==> src/rtl/mem_burst_ctrl.sv <==
// Burst sequencer for single_port_memory: converts a write/read burst command into per-cycle
// mode/addr/data drive, with a valid/ready write stream and a one-entry registered read stream.
module mem_burst_ctrl #(
    parameter int unsigned ADDR_W = 5,
    parameter int unsigned DATA_W = 32
) (
    input  logic              clk,
    input  logic              rst,
    input  logic              cmd_valid,
    output logic              cmd_ready,
    input  logic              cmd_write,
    input  logic [ADDR_W-1:0] cmd_addr,
    input  logic [ADDR_W:0]   cmd_len,
    input  logic              wr_valid,
    output logic              wr_ready,
    input  logic [DATA_W-1:0] wr_data,
    output logic              rd_valid,
    input  logic              rd_ready,
    output logic [DATA_W-1:0] rd_data,
    output logic              busy,
    output logic              done,
    output logic              mem_mode,
    output logic [ADDR_W-1:0] mem_addr,
    output logic [DATA_W-1:0] mem_data_in,
    input  logic [DATA_W-1:0] mem_data_out
);

    typedef enum logic [1:0] {StIdle, StWrite, StRead} state_e;

    state_e              state_q, state_d;
    logic [ADDR_W-1:0]   cur_addr_q, cur_addr_d;
    logic [ADDR_W:0]     remaining_q, remaining_d;
    logic                rd_valid_q, rd_valid_d;
    logic [DATA_W-1:0]   rd_data_q, rd_data_d;
    logic                done_q, done_d;
    logic                last_beat;
    logic                capture;

    assign last_beat = (remaining_q == (ADDR_W + 1)'(1));
    // Output register may take a new word when empty or being drained this cycle.
    assign capture   = !rd_valid_q || rd_ready;

    always_comb begin
        state_d     = state_q;
        cur_addr_d  = cur_addr_q;
        remaining_d = remaining_q;
        rd_data_d   = rd_data_q;
        rd_valid_d  = rd_valid_q && !rd_ready;
        done_d      = 1'b0;
        case (state_q)
            StIdle: begin
                if (cmd_valid) begin
                    cur_addr_d  = cmd_addr;
                    remaining_d = cmd_len;
                    if (cmd_len == '0) begin
                        done_d = 1'b1;
                    end else if (cmd_write) begin
                        state_d = StWrite;
                    end else begin
                        state_d = StRead;
                    end
                end
            end
            StWrite: begin
                if (wr_valid) begin
                    cur_addr_d  = cur_addr_q + ADDR_W'(1);
                    remaining_d = remaining_q - (ADDR_W + 1)'(1);
                    if (last_beat) begin
                        state_d = StIdle;
                        done_d  = 1'b1;
                    end
                end
            end
            StRead: begin
                if (capture) begin
                    rd_data_d   = mem_data_out;
                    rd_valid_d  = 1'b1;
                    cur_addr_d  = cur_addr_q + ADDR_W'(1);
                    remaining_d = remaining_q - (ADDR_W + 1)'(1);
                    if (last_beat) begin
                        state_d = StIdle;
                        done_d  = 1'b1;
                    end
                end
            end
            default: state_d = StIdle;
        endcase
    end

    always_ff @(posedge clk or posedge rst) begin
        if (rst) begin
            state_q     <= StIdle;
            cur_addr_q  <= '0;
            remaining_q <= '0;
            rd_valid_q  <= 1'b0;
            rd_data_q   <= '0;
            done_q      <= 1'b0;
        end else begin
            state_q     <= state_d;
            cur_addr_q  <= cur_addr_d;
            remaining_q <= remaining_d;
            rd_valid_q  <= rd_valid_d;
            rd_data_q   <= rd_data_d;
            done_q      <= done_d;
        end
    end

    assign cmd_ready   = (state_q == StIdle);
    assign wr_ready    = (state_q == StWrite);
    assign busy        = (state_q != StIdle);
    assign done        = done_q;
    assign rd_valid    = rd_valid_q;
    assign rd_data     = rd_data_q;
    assign mem_addr    = cur_addr_q;
    assign mem_data_in = wr_data;
    // The memory writes on every clock in mode 0, so only a real write beat may select it.
    assign mem_mode    = !((state_q == StWrite) && wr_valid);

endmodule

==> config.mk <==
export PLATFORM = sky130hd
export DESIGN_NAME = mem_burst_ctrl
export DESIGN_NICKNAME = d
export VERILOG_FILES = /design/src/rtl/mem_burst_ctrl.sv
export SDC_FILE = /design/constraint.sdc
export NUM_CORES = 1
export LEC_CHECK = 0
export CAP_MARGIN = 20
export CORE_MARGIN = 1
export CORE_UTILIZATION = 38
export CTS_BUF_LIST = sky130_fd_sc_hd__clkbuf_2 sky130_fd_sc_hd__clkbuf_4 sky130_fd_sc_hd__clkbuf_8
export DETAILED_ROUTE_END_ITERATION = 8
export PLACE_DENSITY = 0.84
export SLEW_MARGIN = 30
export SYNTH_ARGS = -nofsm -noshare
export SYNTH_HDL_FRONTEND = slang
export SYNTH_SLANG_ARGS = --single-unit
==> constraint.sdc <==
create_clock -name clk -period 2.33 [get_ports clk]
set_clock_uncertainty 0.1 [all_clocks]
set_input_delay 0.3495 -clock clk [delete_from_list [all_inputs] [get_ports clk]]
set_output_delay 0.3495 -clock clk [all_outputs]
set_load 0.02 [all_outputs]
Yosys cells after proc, flatten, opt, wreduce, memory -nomap -nowiden
Cells that the tools add are included.

Muxes and demuxes: 23. Add/subtract/negate cells: 2. Equal/unequal tests: 7. Reduce and logical (&&, ||, !) cells: 13.

Operators by type and width (number): two-way mux 6 bit (3); case mux 6 bit (3 select lines) (1); two-way mux 5 bit (3); case mux 5 bit (3 select lines) (1); two-way mux 2 bit (6); inequality test 2 bit, second input constant (4); AND reduction 4 bit (2); two-way mux 1 bit (7); == test 6 x 1 -> 1 bit, second input constant (1); zero test 6 bit (1); case mux 2 bit (3 select lines) (1); subtractor 6 x 1 -> 6 bit, second input constant (1); adder 5 x 1 -> 5 bit, second input constant (1); zero test 1 bit (3); case mux 1 bit (3 select lines) (1); nonzero test 3 bit (1); == test 2 x 1 -> 1 bit, second input constant (1); == test 2 bit, second input constant (1); logical AND 1 bit (2); zero test 2 bit (1); AND reduction 2 bit (1); nonzero test 2 bit (1); logical OR 1 bit (1).

Register bits after elaboration: 47.

Logic depth before layout (Yosys ltp)
Gate-level depths: netlist (run 1).

Depth in word-level cells: 4. Gate-level depth with buffers: 8. Depth with buffers taken out: 6.

Least setup slack after synthesis (run 1)
Ideal clock, no wire load.

Kind: register to register. Start: reg state_q[0]. End: reg state_q[0]. Setup slack: 0.502 ns. Setup time: 0.079 ns. Data arrival time: 1.649 ns. Clock period less this slack: 1.828 ns. Stages on the path, launching flop included: 7. Path through: dfrtp_1 -> inv_1 -> ha_1 -> inv_1 -> nor4_4 -> a211o_2 -> mux2i_1.

Word-level cells in the longest chain between the ends: 3.

Ends and longest elaborated chain: start, declared (RTL line 30) `state_e state_q, state_d;`; start signal, assigned (RTL line 92) `state_q <= StIdle;`; start signal, assigned (RTL line 99) `state_q <= state_d;`; zero test 2 bit *; net cmd_ready (RTL line 10) `output logic cmd_ready,`; inequality test 2 bit (no source line); AND reduction 4 bit (no source line).

Mark *: on every way through the listed nets, which the timed path passes. The rest lies on a longest branch. The select of a mux whose other input is x is not followed. A chain may end at the register's enable or synchronous reset.

Worst setup path in the final report (run 1)
Start: reg state_q[0]. End: out cmd_ready.

Word-level cells in the longest chain between the ends: 1.

Ends and longest elaborated chain: zero test 2 bit (RTL line 108) `assign cmd_ready = (state_q == StIdle);`; end, declared (RTL line 10).

No other way between the ends.

==> results.yml, run 1 <==
grt:
  grt_pass1_vias: 1777
  grt_pass1_wl_mm: 7.96
  grt_max_degree: 30
  grtUsageMet1_pct: 17.6
  grt.total_usage_pct: 15.8
  grt-busiest-layer: "met2"
  use_met3_pct: 5.67
  antenna_found_initial: 0
  gr-total-overflow: 0
  grt_use_met2_pct: 26.4
floorplanning:
  die_area_mm2: 0.00670
  ioPinCount: 156
  start_util_pct: 40.2
  die_w_um: 81.9
  fp-row-count: 28
  die_h_um: 81.9
  core_region_area_mm2: 0.00603
sta:
  setup_ws_ps: 171
  fin_tns_setup_ps: 0
  rsz0062_at_grt: "no"
  finalHoldViolations: 0
  setup_viol: 0
  fin_crit_sh_pct: 92.7
  tightestPinTransition_ps: 428
  min_period_ps: 2160
  maxSlewViolCount: 0
  slew_headroom_pct: 71.2
  hold_ws_ps: 282
  clock.fmax_mhz: 463
route:
  drcViolationCount: 0
  vias_per_cell: 4.95
  drt-pass1-iter-count: 6
  wl_per_cell_um: 14.5
  num_vias: 1753
  antenna_left: 0
  first_iter_violations: 30
  wl_mm: 5.15
cts:
  cts-htree-levels: 2
  cts_tree: "yes"
  cts_root_buffer: "clkbuf_8"
  clk_pin_slew_ps: 100
  postCtsSetupRepairBufs: 0
  clk_latency_ps: 300
  clockBufferDepth: 2
  cts-buffers-inserted: 5
  cts_sinks: 47
finish:
  instances_no_fill: 354
  area_growth_pct: 36.7
  fin_nets: 367
  drive_gt1_share_pct: 17.9
  antenna_cells: 0
synth:
  synth_seq_cells: 47
  async_flop_share_pct: 100
  synth_cell_types: 30
  avgSynthCellArea_um2: 11.4
  synth_fp_nets: 302
  yosysWarnings: 0
  synth_cells: 213
  synth_ff_type: "dfrtp_1"
  synth_edf_count: 0
  ys_seq_area_share_pct: 48.5
  synth.cell_area_mm2: 0.00242
power_and_ir_drop:
  vdd_drop_max_mv: 0.724
  cellLeakagePower_nw: 1.42
  p_per_area_mw_per_mm2: 1420
  power_w: 0.00470
setup_path:
  start_kind: "flip-flop"
  cp.required_ps: 1880
  cpPeakStageDelay_ps: 630
  arrival_ps: 1710
  end_kind: "primary output"
  cp_cell_sequence: "inv_1 > ha_1 > clkdlybuf4s50_1"
  slowest_stage: "clkdlybuf4s50_1"
  criticalPathCategory: "reg -> out"
  cp_max_fo: 5
placed_design:
  gp_congestion: 0.819
  io_buffers: 91
  hpwl_mm: 3.98
  placed_cells: 346
  pre_cts_ws_ps: 248
status:
  status: "finished, final reports clean"
hold_path:
  hp-class: "in -> async"
flow_run:
  drv.max_cap_violation_count: 0
[logic make-up after synthesis]
kind of cell / share of synthesized area [%]
AND/OR/NAND/NOR: 12.2
buffers and inverters: 12.8
flip-flops: 48.5
multiplexers: 17.3
AO/OA/AOI/OAI: 5.01
adder cells (fa/ha/maj): 4.13
[cell usage after synthesis (all sizes together), types with 3 or more instances]
library cell / number / area (um^2)
a21oi: 8 / 40.0
nand2: 20 / 75.1
inv: 7 / 26.3
nand3: 10 / 50.1
ha: 8 / 100
nand4b: 3 / 26.3
nand2b: 5 / 31.3
dfrtp: 47 / 1180
nor2: 3 / 11.3
mux2: 32 / 360
buf: 38 / 277
o21ai: 7 / 35.0
mux2i: 6 / 60.1
[cells in the final DEF (no fill, tap or decap), drive strengths merged]
cell,count
nor4,1
mux2i,6
clkinv,1
clkbuf,5
a21o,1
ha,8
dlymetal6s2s,1
nand4b,3
o22ai,2
or4,1
a21oi,8
a31oi,1
or3b,1
dfrtp,47
nand3,10
o32a,1
and4b,2
nand2,20
nor3b,1
clkinvlp,2
o21ai,7
nor3,1
a211o,1
buf,6
inv,8
nand3b,2
nand4,2
mux2,32
nand2b,5
clkdlybuf4s50,90
nor2,3
[area by class of cell]
class	instances	area [um^2]
clock buffer	5	68.8
clock inverter	3	23.8
fill	539	2710
inverter	8	30.0
multi-input combinational	119	937
sequential	47	1180
tap	75	93.8
timing repair buffer	97	983
[stage by stage]
step | instance area [um^2] | utilization, %
detailed placement | 3220 | 53.4
global placement | 3220 | 53.4
global route | 3310 | 55.0
finish | 3310 | 55.0
floorplan | 2420 | -
CTS | 3310 | 54.9
[power breakdown]
group / leakage [nW] / switching [W] / internal [W] / total, W
Combinational: 0.816 / 0.00131 / 0.00138 / 0.00269
Clock: 0.0408 / 0.000293 / 0.000215 / 0.000508
Sequential: 0.558 / 0.000267 / 0.00123 / 0.00150
[registers in the layout (all words and copies together), names as in the netlist]
| signal | cells |
|---|---|
| done | 1 |
| rd_valid | 1 |
| rd_data | 32 |
| mem_addr | 5 |
| state_q | 2 |
| remaining_q | 6 |
[final timing paths]
path / from / endpoint / slack, ps / depth (start not counted)
setup / recovery: state_q[0]$_DFFE_PP0P_ / cmd_ready / 170 / 3
hold / removal: rst / done$_DFF_PP0_ / 280 / 2
setup reg to reg: state_q[0]$_DFFE_PP0P_ / remaining_q[2]$_DFFE_PP0P_ / 420 / 7
hold reg to reg: rd_data[8]$_DFFE_PP0P_ / rd_data[8]$_DFFE_PP0P_ / 410 / 1
max in group asynchronous: rst / rd_data[26]$_DFFE_PP0P_ / 1350 / 3
min in group clk: rd_data[8]$_DFFE_PP0P_ / rd_data[8]$_DFFE_PP0P_ / 410 / 1
[per-layer routing]
layer / up-vias / wire length (um)
met5: - / 0
met4: 0 / 129
met3: 18 / 514
met2: 73 / 2520
met1: 832 / 1990
li1: 830 / -
[repair_timing]
item / in CTS / in global routing
gates resized for setup: 0 / 1
hold buffers: 0 / 0
endpoints found under the setup margin: 0 / 1
[critical path: cells and delay by family (launching register included)]
kind / cells / cell delay, ps
buffers and inverters: 2 / 740
adder cells (fa/ha/maj): 1 / 240
flip-flops: 1 / 430
No activity file was read; power rests on OpenSTA's default activity.
==> run 2, diff against run 1 <==
- GPL_ROUTABILITY_DRIVEN: default -> 0
==> results of run 2 <==
No change in the layout: final DEF, timing and power equal those of run 1.
